<file path="src/rtl/cnn_pkg.sv">
// cnn_pkg
// Shared definitions for the convolution sequencer: window geometry,
// legal configuration limits, FSM state encoding and a config check.
// No ports (package).
package cnn_pkg;

    localparam int K        = 3;
    localparam int TAPS     = 9;
    localparam int MAX_DIM  = 32;
    localparam int MAX_FILT = 4;

    // State encoding, kept as plain constants for legacy tool flows.
    typedef logic [2:0] state_t;
    localparam state_t ST_IDLE  = 3'd0;
    localparam state_t ST_READ  = 3'd1;
    localparam state_t ST_WAIT  = 3'd2;
    localparam state_t ST_WRITE = 3'd3;
    localparam state_t ST_DONE  = 3'd4;

    // A layer needs at least one full 3x3 window and at least one filter.
    function automatic logic cfg_legal(input logic [5:0] dim, input logic [2:0] nf);
        return (dim >= 6'(K)) && (dim <= 6'(MAX_DIM)) &&
               (nf != 3'd0) && (nf <= 3'(MAX_FILT));
    endfunction

endpackage

</file>
<file path="src/rtl/cnn_win_addr_gen.sv">
// cnn_win_addr_gen
// Walks the 3x3 window taps and the output pixel raster, producing the
// feature-map read address and the result write address incrementally
// (adds only, no multiplier).
// Ports:
//   clk, rst           clock, synchronous active-high reset
//   clear              return all counters/addresses to zero (wins over strobes)
//   advance_tap        step to the next tap of the current window
//   advance_pix        step to the next output pixel (c, then r)
//   dim                latched input side length
//   rd_addr, wr_addr   registered read / write addresses
//   tap_idx            current tap 0..8
//   tap_last           current tap is 8
//   pix_last_rc        current pixel is the last of the raster (r=c=od-1)
module cnn_win_addr_gen
    import cnn_pkg::*;
#(
    parameter int ADDR_W = 12
) (
    input  logic              clk,
    input  logic              rst,
    input  logic              clear,
    input  logic              advance_tap,
    input  logic              advance_pix,
    input  logic [5:0]        dim,
    output logic [ADDR_W-1:0] rd_addr,
    output logic [ADDR_W-1:0] wr_addr,
    output logic [3:0]        tap_idx,
    output logic              tap_last,
    output logic              pix_last_rc
);

    localparam logic [ADDR_W-1:0] ADDR_ONE = ADDR_W'(1);

    logic [1:0]        kx_q, kx_d, ky_q, ky_d;
    logic [3:0]        tap_q, tap_d;
    logic [4:0]        r_q, r_d, c_q, c_d;
    logic [ADDR_W-1:0] row_base_q, row_base_d;   // r*dim
    logic [ADDR_W-1:0] pix_base_q, pix_base_d;   // r*dim + c, window top-left
    logic [ADDR_W-1:0] win_row_q, win_row_d;     // pix_base + ky*dim
    logic [ADDR_W-1:0] rd_addr_q, rd_addr_d;
    logic [ADDR_W-1:0] wr_addr_q, wr_addr_d;

    logic [ADDR_W-1:0] dim_w;
    logic [5:0]        od_m1;
    logic              c_last, r_last;

    assign dim_w  = {{(ADDR_W-6){1'b0}}, dim};
    assign od_m1  = dim - 6'd3;
    assign c_last = ({1'b0, c_q} == od_m1);
    assign r_last = ({1'b0, r_q} == od_m1);

    always_comb begin
        kx_d       = kx_q;
        ky_d       = ky_q;
        tap_d      = tap_q;
        r_d        = r_q;
        c_d        = c_q;
        row_base_d = row_base_q;
        pix_base_d = pix_base_q;
        win_row_d  = win_row_q;
        rd_addr_d  = rd_addr_q;
        wr_addr_d  = wr_addr_q;
        if (clear) begin
            kx_d       = '0;
            ky_d       = '0;
            tap_d      = '0;
            r_d        = '0;
            c_d        = '0;
            row_base_d = '0;
            pix_base_d = '0;
            win_row_d  = '0;
            rd_addr_d  = '0;
            wr_addr_d  = '0;
        end else if (advance_tap) begin
            if (kx_q != 2'(K-1)) begin
                kx_d      = kx_q + 2'd1;
                tap_d     = tap_q + 4'd1;
                rd_addr_d = rd_addr_q + ADDR_ONE;
            end else if (ky_q != 2'(K-1)) begin
                kx_d      = '0;
                ky_d      = ky_q + 2'd1;
                tap_d     = tap_q + 4'd1;
                win_row_d = win_row_q + dim_w;
                rd_addr_d = win_row_q + dim_w;
            end else begin
                // Window finished; park on its top-left until the pixel advances.
                kx_d      = '0;
                ky_d      = '0;
                tap_d     = '0;
                win_row_d = pix_base_q;
                rd_addr_d = pix_base_q;
            end
        end else if (advance_pix) begin
            // Raster order is c, r, f, so the write address is just a running count.
            wr_addr_d = wr_addr_q + ADDR_ONE;
            if (!c_last) begin
                c_d        = c_q + 5'd1;
                pix_base_d = pix_base_q + ADDR_ONE;
            end else if (!r_last) begin
                c_d        = '0;
                r_d        = r_q + 5'd1;
                row_base_d = row_base_q + dim_w;
                pix_base_d = row_base_q + dim_w;
            end else begin
                // Next filter revisits the same input pixels.
                c_d        = '0;
                r_d        = '0;
                row_base_d = '0;
                pix_base_d = '0;
            end
            win_row_d = pix_base_d;
            rd_addr_d = pix_base_d;
        end
    end

    always_ff @(posedge clk) begin
        if (rst) begin
            kx_q       <= '0;
            ky_q       <= '0;
            tap_q      <= '0;
            r_q        <= '0;
            c_q        <= '0;
            row_base_q <= '0;
            pix_base_q <= '0;
            win_row_q  <= '0;
            rd_addr_q  <= '0;
            wr_addr_q  <= '0;
        end else begin
            kx_q       <= kx_d;
            ky_q       <= ky_d;
            tap_q      <= tap_d;
            r_q        <= r_d;
            c_q        <= c_d;
            row_base_q <= row_base_d;
            pix_base_q <= pix_base_d;
            win_row_q  <= win_row_d;
            rd_addr_q  <= rd_addr_d;
            wr_addr_q  <= wr_addr_d;
        end
    end

    assign rd_addr     = rd_addr_q;
    assign wr_addr     = wr_addr_q;
    assign tap_idx     = tap_q;
    assign tap_last    = (tap_q == 4'(TAPS-1));
    assign pix_last_rc = c_last && r_last;

endmodule

</file>
<file path="src/rtl/cnn_conv_sequencer.sv">
// cnn_conv_sequencer
// Sequences one shared 3x3 MAC engine across a convolution layer: per output
// pixel it issues 9 tap reads, waits MAC_LAT cycles, then one result write.
// Ports:
//   clk, rst                      clock, synchronous active-high reset
//   start, abort                  layer start / cancel
//   in_dim, num_filt              layer config, latched on accepted start
//   busy, done, cfg_err           status (done, cfg_err are one-cycle pulses)
//   rd_valid/rd_ready/rd_addr     tap read handshake
//   tap_idx, filt_idx             weight select
//   mac_clear, mac_last           MAC accumulation framing
//   wr_valid/wr_ready/wr_addr     result write handshake
//
// state | meaning
// IDLE  | waiting for start; counters held cleared
// READ  | issuing the 9 tap reads of the current window
// WAIT  | MAC pipeline draining (down-counter from MAC_LAT-1)
// WRITE | result write pending
// DONE  | one-cycle completion pulse
module cnn_conv_sequencer
    import cnn_pkg::*;
#(
    parameter int ADDR_W  = 12,
    parameter int MAC_LAT = 2
) (
    input  logic              clk,
    input  logic              rst,
    input  logic              start,
    input  logic              abort,
    input  logic [5:0]        in_dim,
    input  logic [2:0]        num_filt,
    output logic              busy,
    output logic              done,
    output logic              cfg_err,
    output logic              rd_valid,
    input  logic              rd_ready,
    output logic [ADDR_W-1:0] rd_addr,
    output logic [3:0]        tap_idx,
    output logic [2:0]        filt_idx,
    output logic              mac_clear,
    output logic              mac_last,
    output logic              wr_valid,
    input  logic              wr_ready,
    output logic [ADDR_W-1:0] wr_addr
);

    state_t     state_q, state_d;
    logic [5:0] dim_q, dim_d;
    logic [2:0] nf_q, nf_d;
    logic [2:0] f_q, f_d;
    logic [2:0] wait_q, wait_d;
    logic       cfg_err_q, cfg_err_d;

    logic       adv_tap, adv_pix, gen_clear;
    logic       tap_last, pix_last_rc;

    always_comb begin
        state_d   = state_q;
        dim_d     = dim_q;
        nf_d      = nf_q;
        f_d       = f_q;
        wait_d    = wait_q;
        cfg_err_d = 1'b0;
        adv_tap   = 1'b0;
        adv_pix   = 1'b0;
        gen_clear = (state_q == ST_IDLE) || abort;
        if (abort) begin
            // Also covers abort arriving together with start in IDLE.
            state_d = ST_IDLE;
            f_d     = '0;
            wait_d  = '0;
        end else begin
            case (state_q)
                ST_IDLE: begin
                    f_d = '0;
                    if (start) begin
                        if (cfg_legal(in_dim, num_filt)) begin
                            state_d = ST_READ;
                            dim_d   = in_dim;
                            nf_d    = num_filt;
                        end else begin
                            cfg_err_d = 1'b1;
                        end
                    end
                end
                ST_READ: begin
                    if (rd_ready) begin
                        adv_tap = 1'b1;
                        if (tap_last) begin
                            state_d = ST_WAIT;
                            wait_d  = 3'(MAC_LAT-1);
                        end
                    end
                end
                ST_WAIT: begin
                    if (wait_q == 3'd0) begin
                        state_d = ST_WRITE;
                    end else begin
                        wait_d = wait_q - 3'd1;
                    end
                end
                ST_WRITE: begin
                    if (wr_ready) begin
                        adv_pix = 1'b1;
                        state_d = ST_READ;
                        if (pix_last_rc) begin
                            if (f_q == nf_q - 3'd1) begin
                                state_d = ST_DONE;
                            end else begin
                                f_d = f_q + 3'd1;
                            end
                        end
                    end
                end
                ST_DONE: state_d = ST_IDLE;
                default: state_d = ST_IDLE;
            endcase
        end
    end

    always_ff @(posedge clk) begin
        if (rst) begin
            state_q   <= ST_IDLE;
            dim_q     <= '0;
            nf_q      <= '0;
            f_q       <= '0;
            wait_q    <= '0;
            cfg_err_q <= 1'b0;
        end else begin
            state_q   <= state_d;
            dim_q     <= dim_d;
            nf_q      <= nf_d;
            f_q       <= f_d;
            wait_q    <= wait_d;
            cfg_err_q <= cfg_err_d;
        end
    end

    cnn_win_addr_gen #(
        .ADDR_W (ADDR_W)
    ) u_addr_gen (
        .clk         (clk),
        .rst         (rst),
        .clear       (gen_clear),
        .advance_tap (adv_tap),
        .advance_pix (adv_pix),
        .dim         (dim_q),
        .rd_addr     (rd_addr),
        .wr_addr     (wr_addr),
        .tap_idx     (tap_idx),
        .tap_last    (tap_last),
        .pix_last_rc (pix_last_rc)
    );

    assign busy      = (state_q != ST_IDLE);
    assign done      = (state_q == ST_DONE);
    assign cfg_err   = cfg_err_q;
    assign rd_valid  = (state_q == ST_READ);
    assign wr_valid  = (state_q == ST_WRITE);
    assign filt_idx  = f_q;
    assign mac_clear = rd_valid && (tap_idx == 4'd0);
    assign mac_last  = rd_valid && tap_last;

endmodule

</file>
<file path="config.mk">
export PLATFORM = sky130hd
export DESIGN_NAME = cnn_conv_sequencer
export DESIGN_NICKNAME = d
export VERILOG_FILES = /design/src/rtl/cnn_pkg.sv /design/src/rtl/cnn_win_addr_gen.sv /design/src/rtl/cnn_conv_sequencer.sv
export SDC_FILE = /design/constraint.sdc
export NUM_CORES = 1
export LEC_CHECK = 0
export ABC_AREA = 1
export CAP_MARGIN = 20
export CORE_MARGIN = 3
export CORE_UTILIZATION = 30
export CTS_CLUSTER_DIAMETER = 100
export DETAILED_ROUTE_END_ITERATION = 6
export PLACE_DENSITY_LB_ADDON = 0.3
export SETUP_SLACK_MARGIN = 0.1
export SLEW_MARGIN = 0
export SYNTH_ARGS = -nofsm -noshare
export SYNTH_HDL_FRONTEND = slang
export SYNTH_SLANG_ARGS = --single-unit
</file>
<file path="constraint.sdc">
create_clock -name clk -period 3.9 [get_ports clk]
set_input_delay 0.975 -clock clk [delete_from_list [all_inputs] [get_ports clk]]
set_output_delay 0.975 -clock clk [all_outputs]
set_load 0.1 [all_outputs]
</file>
* Yosys cells after proc, flatten, opt, wreduce, memory -nomap -nowiden
Index checks and enable logic that the tools add are counted.
** Word-level totals
- Bits in registers :: 97
- Logic and storage cells :: 122
** Cells by class
- Add/subtract/negate cells :: 14
- Order comparisons :: 3
- Eq/ne operators :: 20
- Mux-type cells :: 38
- Bitwise operators :: 5
- Reductions and logical operators :: 26
** Operator list (number)
- $mux W12 :: 8
- $mux W3 :: 14
- $add A12 B1 Y12 const B :: 3
- $add A12 B6 Y12 :: 2
- $ne A2 B2 Y1 const B :: 7
- $eq A5 B6 Y1 :: 2
- $pmux W3 S2 :: 2
- $pmux W3 S4 :: 1
- $reduce_and A4 Y1 :: 3
- $add A5 B1 Y5 const B :: 2
- $mux W5 :: 2
- $ne A2 B1 Y1 const B :: 5
- $mux W4 :: 2
- $mux W1 :: 7
- $eq A3 B2 Y1 const B :: 2
- $ge A6 B2 Y1 const B :: 1
- $le A6 B6 Y1 const B :: 1
- $logic_and A1 B1 Y1 :: 6
- $logic_not A3 Y1 :: 2
- $reduce_and A2 Y1 :: 3
- $reduce_and A6 Y1 :: 1
- $reduce_bool A2 Y1 :: 3
- $reduce_bool A3 Y1 :: 2
- $sub A3 B1 Y3 const B :: 2
- 16 further kinds :: 23

* Longest topological paths before layout
- Depth after elaboration :: 7
- Depth in mapped cells :: 17

* Modules after synthesis
Synthesis repeated with hierarchy kept, for this count alone.
** Unflattened totals
- Cell total of the unflattened synthesis :: 986
- Area, all modules :: 6384.9 um2
** By module, submodules not included
- cnn_win_addr_gen :: times used 1, cells each 819, area each 5253.8 um2, sequential area each 1561.5 um2
- cnn_conv_sequencer :: times used 1, cells each 167, area each 1131.1 um2, sequential area each 380.4 um2

* Least setup slack after synthesis
No wires, ideal clock.
- Kind :: register to output
- From :: register state_q[0]
- To :: output port mac_clear
- Arrival :: 3.542 ns
- Data required time :: 2.925 ns
- Path slack :: -0.617 ns
- Stages on the path, launching flop included :: 5
- Cell sequence :: dfxtp_1 inv_2 nor3_4 inv_1 nor3_1
** Between the ends
- Word-level cells in the longest chain between the ends :: 2
** Ends and longest elaborated chain
- start, declared :: RTL line cnn_conv_sequencer.sv:47 : state_t state_q, state_d;
- start signal, assigned :: RTL line cnn_conv_sequencer.sv:130 : state_q <= state_d;
- $eq A3 B1 Y1 :: RTL line cnn_conv_sequencer.sv:158 : assign rd_valid = (state_q == ST_READ);
- net rd_valid :: RTL line cnn_conv_sequencer.sv:35 : output logic rd_valid,
- $logic_and A1 B1 Y1 :: RTL line cnn_conv_sequencer.sv:161 : assign mac_clear = rd_valid && (tap_idx == 4'd0);
- end, declared :: RTL line cnn_conv_sequencer.sv:40 : output logic mac_clear,
The timed path passes the listed nets, and every way through them passes these cells.

* Final worst setup path
- From :: register state_q[1]
- To :: output port busy
** Between the ends
- Word-level cells in the longest chain between the ends :: 1
** Ends and longest elaborated chain
- $reduce_bool A3 Y1 :: RTL line cnn_conv_sequencer.sv:155 : assign busy = (state_q != ST_IDLE);
- end, declared :: RTL line cnn_conv_sequencer.sv:32 : output logic busy,
No other way between the ends.

==> flow_metrics.py <==
metrics = {
    "run_status": {
        "status": "finished clean",
    },
    "flow_run": {
        "maxCapViolations": 0,
    },
    "synth": {
        "ys.flop_type": "dfxtp_1",
        "synth_area_sq_mm": 0.006190,
        "yosys.area.top_type": "dfxtp_1",
        "syn_inst": 940,
        "synth_edf_count": 0,
        "avgSynthCellArea_sq_um": 6.585,
        "synth_nets": 981,
        "post-synth-top-count-cell": "nand2_1",
        "synth.area.top_cells": "dfxtp_1 (31%), nand2_1 (13%), inv_1 (8.6%)",
        "ys_seq_elements": 97,
        "async_flop_share": 0,
        "ys_top_cells_by_count": "nand2_1 (209), inv_1 (142), dfxtp_1 (97), nand3_1 (86), nor2_1 (74)",
        "synth_top_cell_area_share": 0.3137,
        "synth.distinct_cells": 50,
        "ys_seq_area_frac": 0.3137,
        "yosys_warnings": 0,
    },
    "clocking": {
        "insertion_delay_ns": 0.36,
        "cts.path.max_buffers": 2,
        "path_clk_slew_ns": 0.06,
        "cts_sinks": 97,
        "cts_hold_buf": 0,
        "cts_tree": "yes",
        "numCtsBuffers": 9,
        "postCtsSetupBuffers": 0,
        "cts_root_buffer": "clkbuf_16",
        "htreeDepth": 3,
        "cts_resized": 0,
    },
    "final_layout": {
        "drive_above_1_share": 0.06162,
        "fin_cells": 1255,
        "area_growth_pct": 17.04,
        "final_core_util": 0.3650,
        "final_nets": 1026,
        "antenna_cells": 0,
    },
    "global_routing": {
        "grt_pass1_vias": 5480,
        "grt_pass1_wl_mm": 28.22,
        "grt_util_met2": 0.2369,
        "grt.met1_usage": 0.2277,
        "grt-ovfl-total": 0,
        "busiest_layer": "met2",
        "grt_usage": 0.1563,
        "grt_max_degree": 29,
        "antenna_found_initial": 0,
        "use_met3": 0.02332,
    },
    "drt": {
        "avgViaCountPerCell": 4.767,
        "drt_first_pass_iters": 5,
        "ant_nets": 0,
        "routedWlPerCell_microns": 13.52,
        "wl_mm": 16.96,
        "drc": 0,
        "vias": 5982,
        "drt_first_iter_violations": 468,
    },
    "sta": {
        "max_freq_mhz": 304.3,
        "tightest_slew_ns": 0.9869,
        "slew_headroom": 0.3400,
        "period_minus_slack_ns": 3.286,
        "timing.setup.tns_ns": 0,
        "fin_crit_sh": 0.8425,
        "skew_ns": 0.01386,
        "hold_viol": 0,
        "hold_ws_ns": 0.4870,
        "setup_viol": 0,
        "slew_violations": 0,
        "rsz0062_at_grt": "no",
        "fin_ws_ns": 0.6141,
    },
    "die": {
        "start_util": 0.3119,
        "die_w_microns": 149.6,
        "core_area_sq_mm": 0.01985,
        "die_area_sq_mm": 0.02239,
        "num_io_pins": 53,
        "die-height_microns": 149.6,
        "num_rows": 51,
    },
    "power_and_ir_drop": {
        "irDropWorstVdd_v": 0.0002106,
        "power_density_mw_per_mm2": 274.6,
        "cellLeakagePower_nw": 3.102,
    },
    "critical_path": {
        "path_class": "reg -> out",
        "start_kind": "flip-flop",
        "cp_slowest_cell": "clkdlybuf4s50_1",
        "worstPathCellList": "nor3_2, inv_1, clkdlybuf4s50_1",
        "worstPathArrival_ns": 2.31,
        "cp_slowest_stage_delay_ns": 0.99,
        "crit_required_ns": 2.92,
        "end_kind": "output port",
        "cp_max_fo": 6,
    },
    "place": {
        "place_hpwl_mm": 13.00,
        "gp_congestion": 0.8013,
        "placed_cells": 1239,
        "dpl_worst_slack_ns": 0.7576,
        "io_buffers": 52,
    },
    "worst_hold_path": {
        "holdCritPathClass": "reg -> reg",
    },
}
-- per-layer routing --
metal,part of all wire,vias to the layer above
met5,0,-
met4,0.020,0
met3,0.031,16
met2,0.43,106
met1,0.52,2699
li1,-,3161
-- sequential cells by signal, summed over array words and instances (netlist names), 4 cells and up --
| register | flops |
|---|---|
| u_addr_gen.pix_base_q | 12 |
| dim_q | 6 |
| u_addr_gen.c_q | 5 |
| u_addr_gen.wr_addr | 12 |
| u_addr_gen.r_q | 5 |
| u_addr_gen.tap_idx | 4 |
| u_addr_gen.row_base_q | 12 |
| u_addr_gen.win_row_q | 12 |
| u_addr_gen.rd_addr | 12 |
-- metrics by stage --
| step | cell area (sq um) | total power [W] |
|---|---|---|
| 2_1_floorplan | 6195 | 0.001107 |
| 3_3_place_gp | 6960 | 0.001151 |
| 3_5_place_dp | 6960 | 0.001151 |
| 4_1_cts | 7244 | 0.002014 |
| 5_1_grt | 7244 | 0.002064 |
| 6_report | 7244 | 0.001989 |
-- cells by family (layout without fill, tap and decap cells) --
family | Yosys count | after routing | synth area share
AO/OA/AOI/OAI | 175 | 175 | 0.1565
XOR/XNOR | 32 | 32 | 0.04528
adder cells (fa/ha/maj) | 26 | 26 | 0.05498
buffers and inverters | 173 | 223 | 0.1100
flip-flops | 97 | 97 | 0.3137
AND/OR/NAND/NOR | 437 | 437 | 0.3196
-- layout make-up --
class | count | area, sq um
clock buffer | 12 | 256.5
clock inverter | 4 | 27.53
fill | 2118 | 12600
inverter | 149 | 561.8
multi-input combinational | 670 | 3572
sequential | 97 | 1942
tap | 265 | 331.6
timing repair buffer | 58 | 553.0
-- placed cells by master, fill, tap and decap left out, types with 7 or more instances in the layout --
master / instances
clkbuf_16: 9
o21ai_0: 63
xnor2_1: 8
dfxtp_1: 97
nor2_1: 74
buf_4: 11
nor3_1: 20
ha_1: 24
xor2_1: 24
nand3_1: 86
clkdlybuf4s50_1: 47
nand4_1: 11
o22ai_1: 7
a21oi_1: 65
or2_2: 8
nand2_1: 209
inv_1: 142
a211oi_1: 14
-- power breakdown --
group	total [W]	internal [W]	switching, W	leakage, nW
registers	0.00100	0.000995	0.00000963	0.782
logic	0.000124	0.0000446	0.0000794	2.18
clock network	0.000860	0.000468	0.000392	0.143
total	0.00199	0.00151	0.000481	3.10
-- worst paths after layout --
check | startpoint | end | slack (ns) | cells after the start
setup / recovery | state_q[1] | busy | 0.61 | 3
hold / removal | u_addr_gen.win_row_q[5] | u_addr_gen.win_row_q[5] | 0.49 | 2
setup reg to reg | dim_q[0] | u_addr_gen.rd_addr[1] | 1.04 | 11
hold reg to reg | u_addr_gen.win_row_q[5] | u_addr_gen.win_row_q[5] | 0.49 | 2
-- critical path, delay by kind of cell (launching register included) --
| family | cells | cell delay (ns) |
|---|---|---|
| buffers and inverters | 2 | 1.11 |
| and+or+nand+nor | 1 | 0.46 |
| DFF | 1 | 0.39 |
Power figures use the tool's default switching activity.
